**config.mk**
```make
export PLATFORM = sky130hd
export DESIGN_NAME = pipe_skid_reg
export DESIGN_NICKNAME = d
export VERILOG_FILES = /design/src/rtl/pipe_skid_reg_pkg.sv /design/src/rtl/pipe_skid_reg_sat_counter.sv /design/src/rtl/pipe_skid_reg.sv
export SDC_FILE = /design/constraint.sdc
export NUM_CORES = 1
export LEC_CHECK = 0
export CAP_MARGIN = 20
export CORE_ASPECT_RATIO = 1.1
export CORE_MARGIN = 2
export CORE_UTILIZATION = 30
export CTS_CLUSTER_DIAMETER = 150
export DETAILED_ROUTE_END_ITERATION = 8
export PLACE_DENSITY = 0.51
export RECOVER_POWER = 25
export SYNTH_ARGS = -nofsm -noshare
export SYNTH_HDL_FRONTEND = slang
export SYNTH_HIERARCHICAL = 1
export SYNTH_SLANG_ARGS = --single-unit
```
**constraint.sdc**
```tcl
create_clock -name CLK -period 2.7 [get_ports CLK]
set_clock_uncertainty 0.15 [all_clocks]
set_input_delay 0.405 -clock CLK [delete_from_list [all_inputs] [get_ports CLK]]
set_output_delay 0.405 -clock CLK [all_outputs]
set_load 0.005 [all_outputs]
```
**src/rtl/pipe_skid_reg_pkg.sv**
```systemverilog
// Shared pipeline definitions for the skid-buffered pipeline register:
// state encoding, default widths and a small occupancy helper.
package pipe_skid_reg_pkg;

   localparam int DEF_DATA_W = 72;
   localparam int DEF_CTRL_W = 4;
   localparam int DEF_CNT_W  = 16;

   typedef enum logic [1:0] {
      ST_EMPTY = 2'd0,
      ST_ONE   = 2'd1,
      ST_TWO   = 2'd2
   } skid_state_e;

   // The state encoding is chosen so it doubles as the entry count.
   function automatic logic [1:0] state_occupancy(input skid_state_e s);
      return s;
   endfunction

endpackage

```
**src/rtl/pipe_skid_reg_sat_counter.sv**
```systemverilog
// Saturating up-counter used to track back-pressure cycles.
module sat_counter #(
   parameter int CNT_W = 16
) (
   input  logic             CLK,
   input  logic             RESET,
   input  logic             INC,
   output logic [CNT_W-1:0] COUNT
);

   // Count requested cycles, holding at all-ones instead of wrapping.
   always_ff @(posedge CLK or negedge RESET) begin
      if (!RESET) begin
         COUNT <= '0;
      end else if (INC && (COUNT != {CNT_W{1'b1}})) begin
         COUNT <= COUNT + CNT_W'(1);
      end
   end

endmodule

```
**src/rtl/pipe_skid_reg.sv**
```systemverilog
// Two-entry skid pipeline register: a head (main) register plus a skid
// register kept in FIFO order, with a global freeze (BUSYWAIT), a
// synchronous discard (FLUSH) and a saturating back-pressure counter.
module pipe_skid_reg
   import pipe_skid_reg_pkg::*;
#(
   parameter int DATA_W = DEF_DATA_W,
   parameter int CTRL_W = DEF_CTRL_W,
   parameter int CNT_W  = DEF_CNT_W
) (
   input  logic              CLK,
   input  logic              RESET,
   input  logic              IN_VALID,
   output logic              IN_READY,
   input  logic [CTRL_W-1:0] IN_CTRL,
   input  logic [DATA_W-1:0] IN_DATA,
   output logic              OUT_VALID,
   input  logic              OUT_READY,
   output logic [CTRL_W-1:0] OUT_CTRL,
   output logic [DATA_W-1:0] OUT_DATA,
   input  logic              BUSYWAIT,
   input  logic              FLUSH,
   output logic [1:0]        OCCUPANCY,
   output logic [CNT_W-1:0]  STALL_CNT
);

   skid_state_e       state;
   skid_state_e       next_state;
   logic [CTRL_W-1:0] main_ctrl;
   logic [DATA_W-1:0] main_data;
   logic [CTRL_W-1:0] skid_ctrl;
   logic [DATA_W-1:0] skid_data;
   logic              accept;
   logic              pop;
   logic              load_main_in;
   logic              load_main_skid;
   logic              load_skid;
   logic              stall_inc;

   // Ready and valid are pure decodes of the registered state, so no
   // combinational path exists from any input to IN_READY.
   assign IN_READY  = (state != ST_TWO);
   assign OUT_VALID = (state != ST_EMPTY);
   assign OCCUPANCY = state_occupancy(state);
   assign OUT_CTRL  = OUT_VALID ? main_ctrl : '0;
   assign OUT_DATA  = main_data;

   assign accept    = IN_VALID & IN_READY & ~BUSYWAIT & ~FLUSH;
   assign pop       = OUT_VALID & OUT_READY & ~BUSYWAIT & ~FLUSH;
   assign stall_inc = IN_VALID & ~accept & ~FLUSH;

   // State register; reset drops every held entry.
   always_ff @(posedge CLK or negedge RESET) begin
      if (!RESET) begin
         state <= ST_EMPTY;
      end else begin
         state <= next_state;
      end
   end

   // Next-state and datapath load selects; FLUSH overrides everything.
   always_comb begin
      next_state     = state;
      load_main_in   = 1'b0;
      load_main_skid = 1'b0;
      load_skid      = 1'b0;
      case (state)
         ST_EMPTY: begin
            if (accept) begin
               next_state   = ST_ONE;
               load_main_in = 1'b1;
            end
         end
         ST_ONE: begin
            if (accept && !pop) begin
               next_state = ST_TWO;
               load_skid  = 1'b1;
            end else if (pop && !accept) begin
               next_state = ST_EMPTY;
            end else if (accept && pop) begin
               load_main_in = 1'b1;
            end
         end
         ST_TWO: begin
            if (pop) begin
               next_state     = ST_ONE;
               load_main_skid = 1'b1;
            end
         end
         default: begin
            next_state = ST_EMPTY;
         end
      endcase
      if (FLUSH) begin
         next_state = ST_EMPTY;
      end
   end

   // Entry storage; the head refills from the input or the skid slot and
   // contents are left stale on flush since OUT_VALID masks them.
   always_ff @(posedge CLK or negedge RESET) begin
      if (!RESET) begin
         main_ctrl <= '0;
         main_data <= '0;
         skid_ctrl <= '0;
         skid_data <= '0;
      end else begin
         if (load_main_in) begin
            main_ctrl <= IN_CTRL;
            main_data <= IN_DATA;
         end else if (load_main_skid) begin
            main_ctrl <= skid_ctrl;
            main_data <= skid_data;
         end
         if (load_skid) begin
            skid_ctrl <= IN_CTRL;
            skid_data <= IN_DATA;
         end
      end
   end

   sat_counter #(
      .CNT_W(CNT_W)
   ) u_stall_cnt (
      .CLK   (CLK),
      .RESET (RESET),
      .INC   (stall_inc),
      .COUNT (STALL_CNT)
   );

endmodule

```
==> metrics.csv, run 1 <==
metric,value,unit
outcome,completed,
Synth top area share,57.95,%
WP data required,2.14,ns
Overall Global Routing Usage,15.73,%
first-pass GRT wire length,32.14,mm
clk_lat worst skew,0.42,ns
DIE AREA,25740,um2
post-synth cell types,43,
"most common cell after layout, fill and taps aside",clkdlybuf4s50_1,
max-slew violation count,0,
"commonest cells after routing, fill and taps aside","clkdlybuf4s50_1, dfrtp_1, and3_1",
maxcap violations,0,
yosys warns,6,
Initial Util,30.27,%
Tightest Hold Check Type,flop to flop,
Setup TNS,0,ns
Die H,168.1,um
Syn Inst Count,520,
Worst setup SP type,flop,
number of synthesized flops with an enable pin,0,
Worst setup EP type,primary output,
WL per Instance,19.57,um
syn_area_per_cell,14.12,um2
row cnt,60,
CP Data Arrival Time,1.82,ns
Finish-stage setup viols,0,
"CTS clk-pin slew, worst paths",0.07,ns
Yosys top cell by area,dfrtp_1,
Antenna diodes,0,
Least-Margin Pin Slew,1.121,ns
Port Buffers,177,
DR pass1 iterations,4,
CP max-delay cell,clkdlybuf4s50_1,
Num CTS Buffers,17,
FMAX,420.7,MHz
fin crit period,2.377,ns
total power per unit cell area,725.1,nW/um2
area grow syn2layout,37.00,%
drt via density,5.198,
worst relative slew slack,25.25,%
core area,24250,um2
fin cells,1012,
critical path class,flop to primary output,
vias,5260,
Max Buffers Root-to-Sink,2,
largest net degree at the start of global routing,68,
number of global-route vias before repair,5501,
share of flip-flops with an asynchronous set or reset,100.0,%
Post-DP HPWL,12.52,mm
"Top FF cell, synth",dfrtp_1,
CP Cell Sequence,nor2_2 > nor2b_1 > clkdlybuf4s50_1,
Yosys reg bits,170,
htree depth,4,
fin nets,772,
top post-synthesis cells by area,"dfrtp_1, a221o_1, mux2_2",
Mapped Nets,603,
DR iter-0 viols,242,
Routed Antenna Nets,0,
GRT overflow,0,
DRC violations left,0,
period utilization,88.03,%
sequential area share after synthesis,57.95,%
Synth Cell Area,7341,um2
CP max FO,7,
layout cells sized above 1,19.94,%
Leakage,4.737,nW
"Hold Violations, Final",0,
Cell Count Post-Placement,979,
# clock sinks,170,
unrepaired setup endpoints after global routing,false,
VDD IR max,358.8,uV
post-CTS setup buffer count,0,
slowest cell delay on critical path,0.51,ns
IO Pins,178,
initial antenna violation count,0,
Routed WL,19.81,mm
DIE WIDTH,153.1,um
CTS tree,done,
Routability Congestion,0.7448,
CTS root buf,clkbuf_16,
[final cells by class]
type	instances	area, um2
tap	310	387.9
sequential	170	4254
inverter	3	11.26
clock inverter	13	158.9
timing repair buffer	192	1957
multi-input combinational	305	2835
clock buffer	19	452.9
fill	2233	14190
[per-stage QoR]
stage	total power, mW	worst slack [ns]	hold slack (ns)	util (%)	cell area [um2]
floorplan	3.896	0.6540	-0.04059	-	7341
global placement	4.771	0.2520	0.2024	38.93	9439
detailed placement	4.802	0.2166	0.2068	38.93	9439
CTS	7.390	0.06957	0.3130	41.49	10060
global route	7.665	0.1459	0.3636	41.48	10060
finish	7.292	0.3232	0.3495	41.48	10060
[routing by layer]
layer / vias up / GRT usage [%] / wire length (um)
met4: 0 / 4.630 / 268
met2: 146 / 23.80 / 9203
met1: 2738 / 22.28 / 9366
met5: - / 0 / 0
li1: 2361 / - / -
met3: 15 / 4.067 / 969
[cell usage after synthesis (3+ instances only)]
library cell	number
nand4_1	8
nand3_1	5
mux2_4	29
nand2b_1	3
o21a_1	5
a31oi_1	3
nor2_1	3
nand2_1	6
nor2b_1	5
dfrtp_1	170
and3_1	78
a21oi_1	4
clkbuf_1	17
buf_6	10
inv_1	3
mux2_2	47
buf_2	15
a221o_1	76
xnor2_1	5
[cell families (layout without fill, tap and decap cells)]
logic type,Yosys count,count (layout),share of synthesized area [%]
adders and majority gates,1,1,0.1704
and+or+nand+nor,123,123,11.59
DFF,170,170,57.95
AOI/OAI and AO/OA,97,97,12.58
buffers and inverters,45,227,3.579
muxes,77,77,13.29
xor gates and xnor gates,7,7,0.8352
[flip-flops by register name, indices dropped and copies added, names as in the netlist]
signal             flops
OUT_DATA              72
skid_ctrl              4
skid_data             72
main_ctrl              4
OCCUPANCY              2
u_stall_cnt/COUNT     16
[worst paths after layout]
kind | depth (start not counted) | slack, ns | end | from
min | 1 | 0.35 | skid_data[1]$_DFFE_PN0P_ | skid_data[1]$_DFFE_PN0P_
max | 3 | 0.32 | OUT_CTRL[2] | OCCUPANCY[1]$_DFFE_PN0P_
min reg2reg | 1 | 0.35 | skid_data[1]$_DFFE_PN0P_ | skid_data[1]$_DFFE_PN0P_
max reg2reg | 4 | 0.74 | OUT_DATA[7]$_DFFE_PN0P_ | OCCUPANCY[1]$_DFFE_PN0P_
max in group asynchronous | 3 | 0.85 | u_stall_cnt/COUNT[15]$_DFFE_PN0P_ | RESET
min in group asynchronous | 2 | 0.58 | skid_data[32]$_DFFE_PN0P_ | RESET
[critical path, delay by kind of cell (launching register included)]
kind / cells / cell delay, ns
buffers and inverters: 1 / 0.51
AND/OR/NAND/NOR: 2 / 0.42
flip-flops: 1 / 0.48
[report_power, final]
| group | internal (mW) | leakage [nW] | switching, mW |
|---|---|---|---|
| Clock | 1.44 | 0.295 | 1.10 |
| Combinational | 0.960 | 2.25 | 0.444 |
| Sequential | 3.02 | 2.19 | 0.320 |
| Total | 5.43 | 4.74 | 1.87 |
[timing repair]
item,in CTS,in global routing
resized for setup,0,1
hold buffers,1,0
endpoints found under the setup margin,0,4
endpoints found under the hold margin,40,0
(Power assumes the default switching activity.)
==> inputs of run 2 (changes only) <==
==> constraint.sdc (replaced) <==
create_clock -name CLK -period 2.7 [get_ports CLK]
set_clock_uncertainty 0.15 [all_clocks]
set_input_delay 0.81 -clock CLK [delete_from_list [all_inputs] [get_ports CLK]]
set_output_delay 0.81 -clock CLK [all_outputs]
set_load 0.01 [all_outputs]
==> metrics.csv, run 2 (synthesis results as in run 1) <==
metric,value,unit
fin crit period,2.607,ns
worst relative slew slack,-14.85,%
Hold WS,0.3498,ns
GRT overflow,0,
FMAX,383.5,MHz
"reg-to-reg slack, setup",0.55,ns
DIE AREA,25740,um2
Worst setup SP type,flop,
DIE WIDTH,153.1,um
Seq. cell area,4254,um2
Leakage,4.914,nW
"commonest cells after routing, fill and taps aside","clkdlybuf4s50_1, dfrtp_1, and3_1",
drt via density,5.133,
# hold bufs at CTS,0,
row cnt,60,
VDD IR max,395.8,uV
WP data required,1.74,ns
Setup TNS,0,ns
outcome,"finished, violations left",
clk_lat worst skew,0.42,ns
Finish-stage setup viols,0,
max-slew violation count,34,
Cell Count Post-Placement,1000,
"Hold Violations, Final",0,
period utilization,96.57,%
area grow syn2layout,39.73,%
"CTS clk-pin slew, worst paths",0.07,ns
Tot Pwr,7.552,mW
CP Data Arrival Time,1.65,ns
DR pass1 iterations,4,
Tightest Hold Check Type,flop to flop,
DRC violations left,0,
DR iter-0 viols,212,
Max Buffers Root-to-Sink,2,
initial antenna violation count,1,
Port Buffers,177,
footprint of the multi-input gates,2833,um2
CTS tree,done,
maxcap violations,1,
failing checks,"capacitance limit, slew limit",
final worst setup slack,0.09264,ns
number of global-route vias before repair,5788,
Least-Margin Pin Slew,1.723,ns
htree depth,4,
CP max FO,6,
post-place setup slack,-0.1733,ns
vias,5302,
largest net degree at the start of global routing,70,
first-pass GRT wire length,32.52,mm
# clock sinks,170,
Routed WL,19.99,mm
CTS root buf,clkbuf_16,
Initial Util,30.27,%
critical path class,flop to primary output,
"most common cell after layout, fill and taps aside",clkdlybuf4s50_1,
total power per unit cell area,736.3,nW/um2
Num CTS Buffers,17,
fin cells,1033,
Layout fillers,2277,
Die H,168.1,um
Routability Congestion,0.7561,
WL per Instance,19.35,um
layout cells sized above 1,22.02,%
Overall Global Routing Usage,15.77,%
Routed Antenna Nets,0,
IO Pins,178,
Post-DP HPWL,13.08,mm
fin nets,793,
unrepaired setup endpoints after global routing,false,
Worst setup EP type,primary output,
core area,24250,um2
[run 2: changes by cell type in the layout (fill, tap and decap cells not counted), moves of 2 or more]
cell,delta
buf_4,+18
dlymetal6s2s_1,+3
clkdlybuf4s50_1,-4
buf_6,+2
clkinv_4,-3
inv_6,+2
bufinv_16,+2
dlygate4sd2_1,+2
[run 2: final cells by class]
class / count / share of cell area [%]
well taps: 310 / 3.781
multi-input cells: 305 / 27.62
inverters: 3 / 0.1098
clock inverters: 13 / 1.976
flip-flops and latches: 170 / 41.47
repair buffers: 213 / 20.74
diodes: 1 / 0.02440
clock buffers: 18 / 4.282
[run 2: where the power goes]
| group | switching, mW | internal (mW) | total (mW) |
|---|---|---|---|
| sequential | 0.309 | 3.02 | 3.33 |
| combinational | 0.552 | 0.975 | 1.53 |
| clock | 1.09 | 1.60 | 2.69 |
[run 2: worst max-delay path: stages, from the launching register on]
cell,delay (ns)
dfrtp_1,0.37
buf_4,0.15
inv_1,0.05
nand2_1,0.08
clkdlybuf4s50_1,0.59
[run 2: final timing paths]
| path | depth (start not counted) | start | endpoint |
|---|---|---|---|
| min reg2reg | 1 | skid_data[40]$_DFFE_PN0P_ | skid_data[40]$_DFFE_PN0P_ |
| max in group asynchronous | 2 | RESET | u_stall_cnt/COUNT[12]$_DFFE_PN0P_ |
| max | 4 | OCCUPANCY[0]$_DFFE_PN0P_ | IN_READY |
| max reg2reg | 9 | OCCUPANCY[0]$_DFFE_PN0P_ | u_stall_cnt/COUNT[15]$_DFFE_PN0P_ |
| min | 1 | skid_data[40]$_DFFE_PN0P_ | skid_data[40]$_DFFE_PN0P_ |
| min in group asynchronous | 1 | RESET | OUT_DATA[34]$_DFFE_PN0P_ |
[run 2: timing repair]
| action | 4_1_cts | 5_1_grt |
|---|---|---|
| setup buffers | 1 | 0 |
| pin swaps | 0 | 0 |
| setup endpoints to repair | 4 | 3 |
| gates resized for setup | 1 | 3 |
[run 2: metal layers]
metal / GRT usage (%) / share of wire (%) / up-vias
met5: 0 / 0 / -
met4: 5.233 / 2.1 / 0
met3: 3.320 / 4.2 / 20
met2: 25.54 / 48 / 141
met1: 21.13 / 46 / 2747
li1: - / - / 2394
[run 2: metrics by stage]
step / instance area (um2) / utilization, %
6_report: 10260 / 42.30
5_1_grt: 10260 / 42.30
4_1_cts: 10270 / 42.35
3_5_place_dp: 9622 / 39.68
3_3_place_gp: 9622 / 39.68
2_1_floorplan: 7341 / -
==> inputs of run 3 (changes only) <==
--- a/config.mk
+++ b/config.mk
@@ -7,7 +7,6 @@
 export LEC_CHECK = 0
 export CAP_MARGIN = 20
 export CORE_ASPECT_RATIO = 1.1
-export CORE_MARGIN = 2
 export CORE_UTILIZATION = 30
 export CTS_CLUSTER_DIAMETER = 150
 export DETAILED_ROUTE_END_ITERATION = 8
@@ -15,5 +14,5 @@
 export RECOVER_POWER = 25
 export SYNTH_ARGS = -nofsm -noshare
 export SYNTH_HDL_FRONTEND = slang
-export SYNTH_HIERARCHICAL = 1
 export SYNTH_SLANG_ARGS = --single-unit
+export TNS_END_PERCENT = 50
==> metrics.csv, run 3 <==
metric,value,unit
CP Data Arrival Time,1.66,ns
CP Cell Sequence,nor2_4 > nor2b_1 > clkdlybuf4s50_1,
Post-DP HPWL,11.90,mm
Antenna diodes,0,
"commonest cells after routing, fill and taps aside","clkdlybuf4s50_1, dfrtp_1, a21oi_1",
Syn Inst Count,599,
Leakage,4.977,nW
outcome,"finished, violations left",
DR pass1 iterations,6,
Least-Margin Pin Slew,1.410,ns
Routability Congestion,0.7843,
RR Startpoint,u_stall_cnt.COUNT[0]$_DFFE_PN0P_,
total power per unit cell area,704.7,nW/um2
top post-synthesis cells by area,"dfrtp_1, mux2_2, mux2i_1",
largest net degree at the start of global routing,59,
DRC violations left,20,
fin crit period,2.620,ns
CP max FO,6,
WHS Endpoint,skid_ctrl[0]$_DFFE_PN0P_,
Initial Util,30.90,%
vias,5180,
hold depth,1,
critical path class,flop to primary output,
worst relative slew slack,5.975,%
"Hold Violations, Final",0,
VDD IR max,397.5,uV
"CTS clk-pin slew, worst paths",0.07,ns
worst r2r dst,u_stall_cnt.COUNT[0]$_DFFE_PN0P_,
yosys warns,0,
failing checks,DRC,
Finish-stage setup viols,0,
clk_lat worst skew,0.42,ns
number of synthesized flops with an enable pin,0,
"most common cell after layout, fill and taps aside",clkdlybuf4s50_1,
area grow syn2layout,37.91,%
"reg-to-reg slack, setup",0.75,ns
Tightest Hold Check Type,flop to flop,
CTS root buf,clkbuf_16,
first-pass GRT wire length,28.61,mm
drt via density,4.696,
cells on worst reg2reg path,6,
CP max-delay cell,clkdlybuf4s50_1,
Worst setup SP type,flop,
Synth Cell Area,7413,um2
Tot Pwr,7.204,mW
Hold Path Origin,skid_ctrl[0]$_DFFE_PN0P_,
max-slew violation count,0,
Num CTS Buffers,17,
DR iter-0 viols,191,
CTS tree,done,
core area,23990,um2
post-synth cell types,40,
Routed Antenna Nets,0,
maxcap violations,0,
initial antenna violation count,1,
Setup TNS,0,ns
layout cells sized above 1,18.05,%
list of most frequent post-synthesis cells,"dfrtp_1, a21oi_1, nor2_1",
critical path depth in cells,3,
fin nets,868,
Worst setup EP type,primary output,
slowest cell delay on critical path,0.53,ns
share of flip-flops with an asynchronous set or reset,100.0,%
WL per Instance,15.71,um
Port Buffers,177,
# hold bufs at CTS,0,
sequential area share after synthesis,57.38,%
most frequent cell after synthesis,dfrtp_1,
Die H,166.9,um
Finished Cell Area,10220,um2
IO Pins,178,
Synth top area share,57.38,%
DIE WIDTH,151.9,um
Max Buffers Root-to-Sink,2,
syn_area_per_cell,12.38,um2
Routed WL,17.33,mm
FMAX,381.7,MHz
number of global-route vias before repair,5561,
"Top FF cell, synth",dfrtp_1,
Mapped Nets,682,
WP data required,1.74,ns
Overall Global Routing Usage,14.29,%
CP bufs+invs,1,
Yosys reg bits,170,
fin cells,1103,
Cell Count Post-Placement,1071,
period utilization,97.04,%
unrepaired setup endpoints after global routing,false,
DIE AREA,25340,um2
Layout fillers,2266,
# clock sinks,170,
GRT overflow,0,
Yosys top cell by area,dfrtp_1,
htree depth,4,
cell family with most CP delay,buffers and inverters,
Area after DPL,9630,um2
row cnt,59,
## run 3: metal layers
metal  GRT usage, %  share of wire [%]  wire length [um]
met2          23.73                 48              8372
met4          5.191                1.4               236
met5              0              0.075                13
met1          16.87                 42              7312
met3          5.360                8.0              1389
## run 3: cells by family (layout without fill, tap and decap cells)
logic type	Yosys count	count (layout)	share of synthesized area, %
xor+xnor	9	9	1.063
buf+inv	39	238	3.578
compound gates	96	96	6.970
flops	170	170	57.38
fa+ha+maj	1	1	0.1687
mux	157	157	22.53
simple gates	127	127	8.304
## run 3: where the power goes
part | internal (mW) | switching (mW) | leakage (nW) | total, mW
Combinational | 0.899 | 0.568 | 2.62 | 1.47
Clock | 1.34 | 1.11 | 0.286 | 2.45
Sequential | 3.00 | 0.287 | 2.07 | 3.29
## run 3: final cells by class
class,count,area (um2),area share [%]
clock buffers,19,442.9,4.332
clock inverters,13,150.1,1.469
inverters,5,18.77,0.1836
multi-input cells,390,2920,28.56
flip-flops and latches,170,4255,41.62
well taps,305,381.6,3.733
repair buffers,201,2054,20.10
## run 3: repair_timing
item / CTS / global route
gates resized for setup: 3 / 2
pin swaps: 0 / 1
buffers inserted: 0 / 0
setup endpoints to repair: 5 / 4
## run 3: stage by stage
step	hold WS, ns	worst slack [ns]	utilization (%)
after floorplan	0.3286	0.6202	-
after global placement	0.3359	0.03590	40.14
after detailed placement	0.3435	0.05067	40.14
after CTS	0.1978	0.01665	42.65
after global routing	0.3677	0.004981	42.61
final	0.3573	0.08004	42.61
## run 3: worst register-to-register path, delay by kind of cell (launching register included)
| kind | cells | cell delay (ns) |
|---|---|---|
| flip-flops | 1 | 0.45 |
| XOR/XNOR | 1 | 0.13 |
| AO/OA/AOI/OAI | 1 | 0.17 |
| AND/OR/NAND/NOR | 2 | 0.53 |
| buffers and inverters | 1 | 0.17 |
| adder cells (fa/ha/maj) | 1 | 0.23 |
## run 3: worst max-delay path by stage
stage                                   from                           endpoint  slack, ns
floorplan                           BUSYWAIT           skid_ctrl[0]$_DFFE_PN0P_       0.62
detailed placement                     FLUSH  u_stall_cnt.COUNT[10]$_DFFE_PN0P_       0.05
finish              OCCUPANCY[1]$_DFFE_PN0P_                        OUT_CTRL[1]       0.08
CTS                 OCCUPANCY[1]$_DFFE_PN0P_                        OUT_CTRL[1]       0.02
global placement                       FLUSH  u_stall_cnt.COUNT[10]$_DFFE_PN0P_       0.04
global route        OCCUPANCY[1]$_DFFE_PN0P_                        OUT_CTRL[3]      0.005
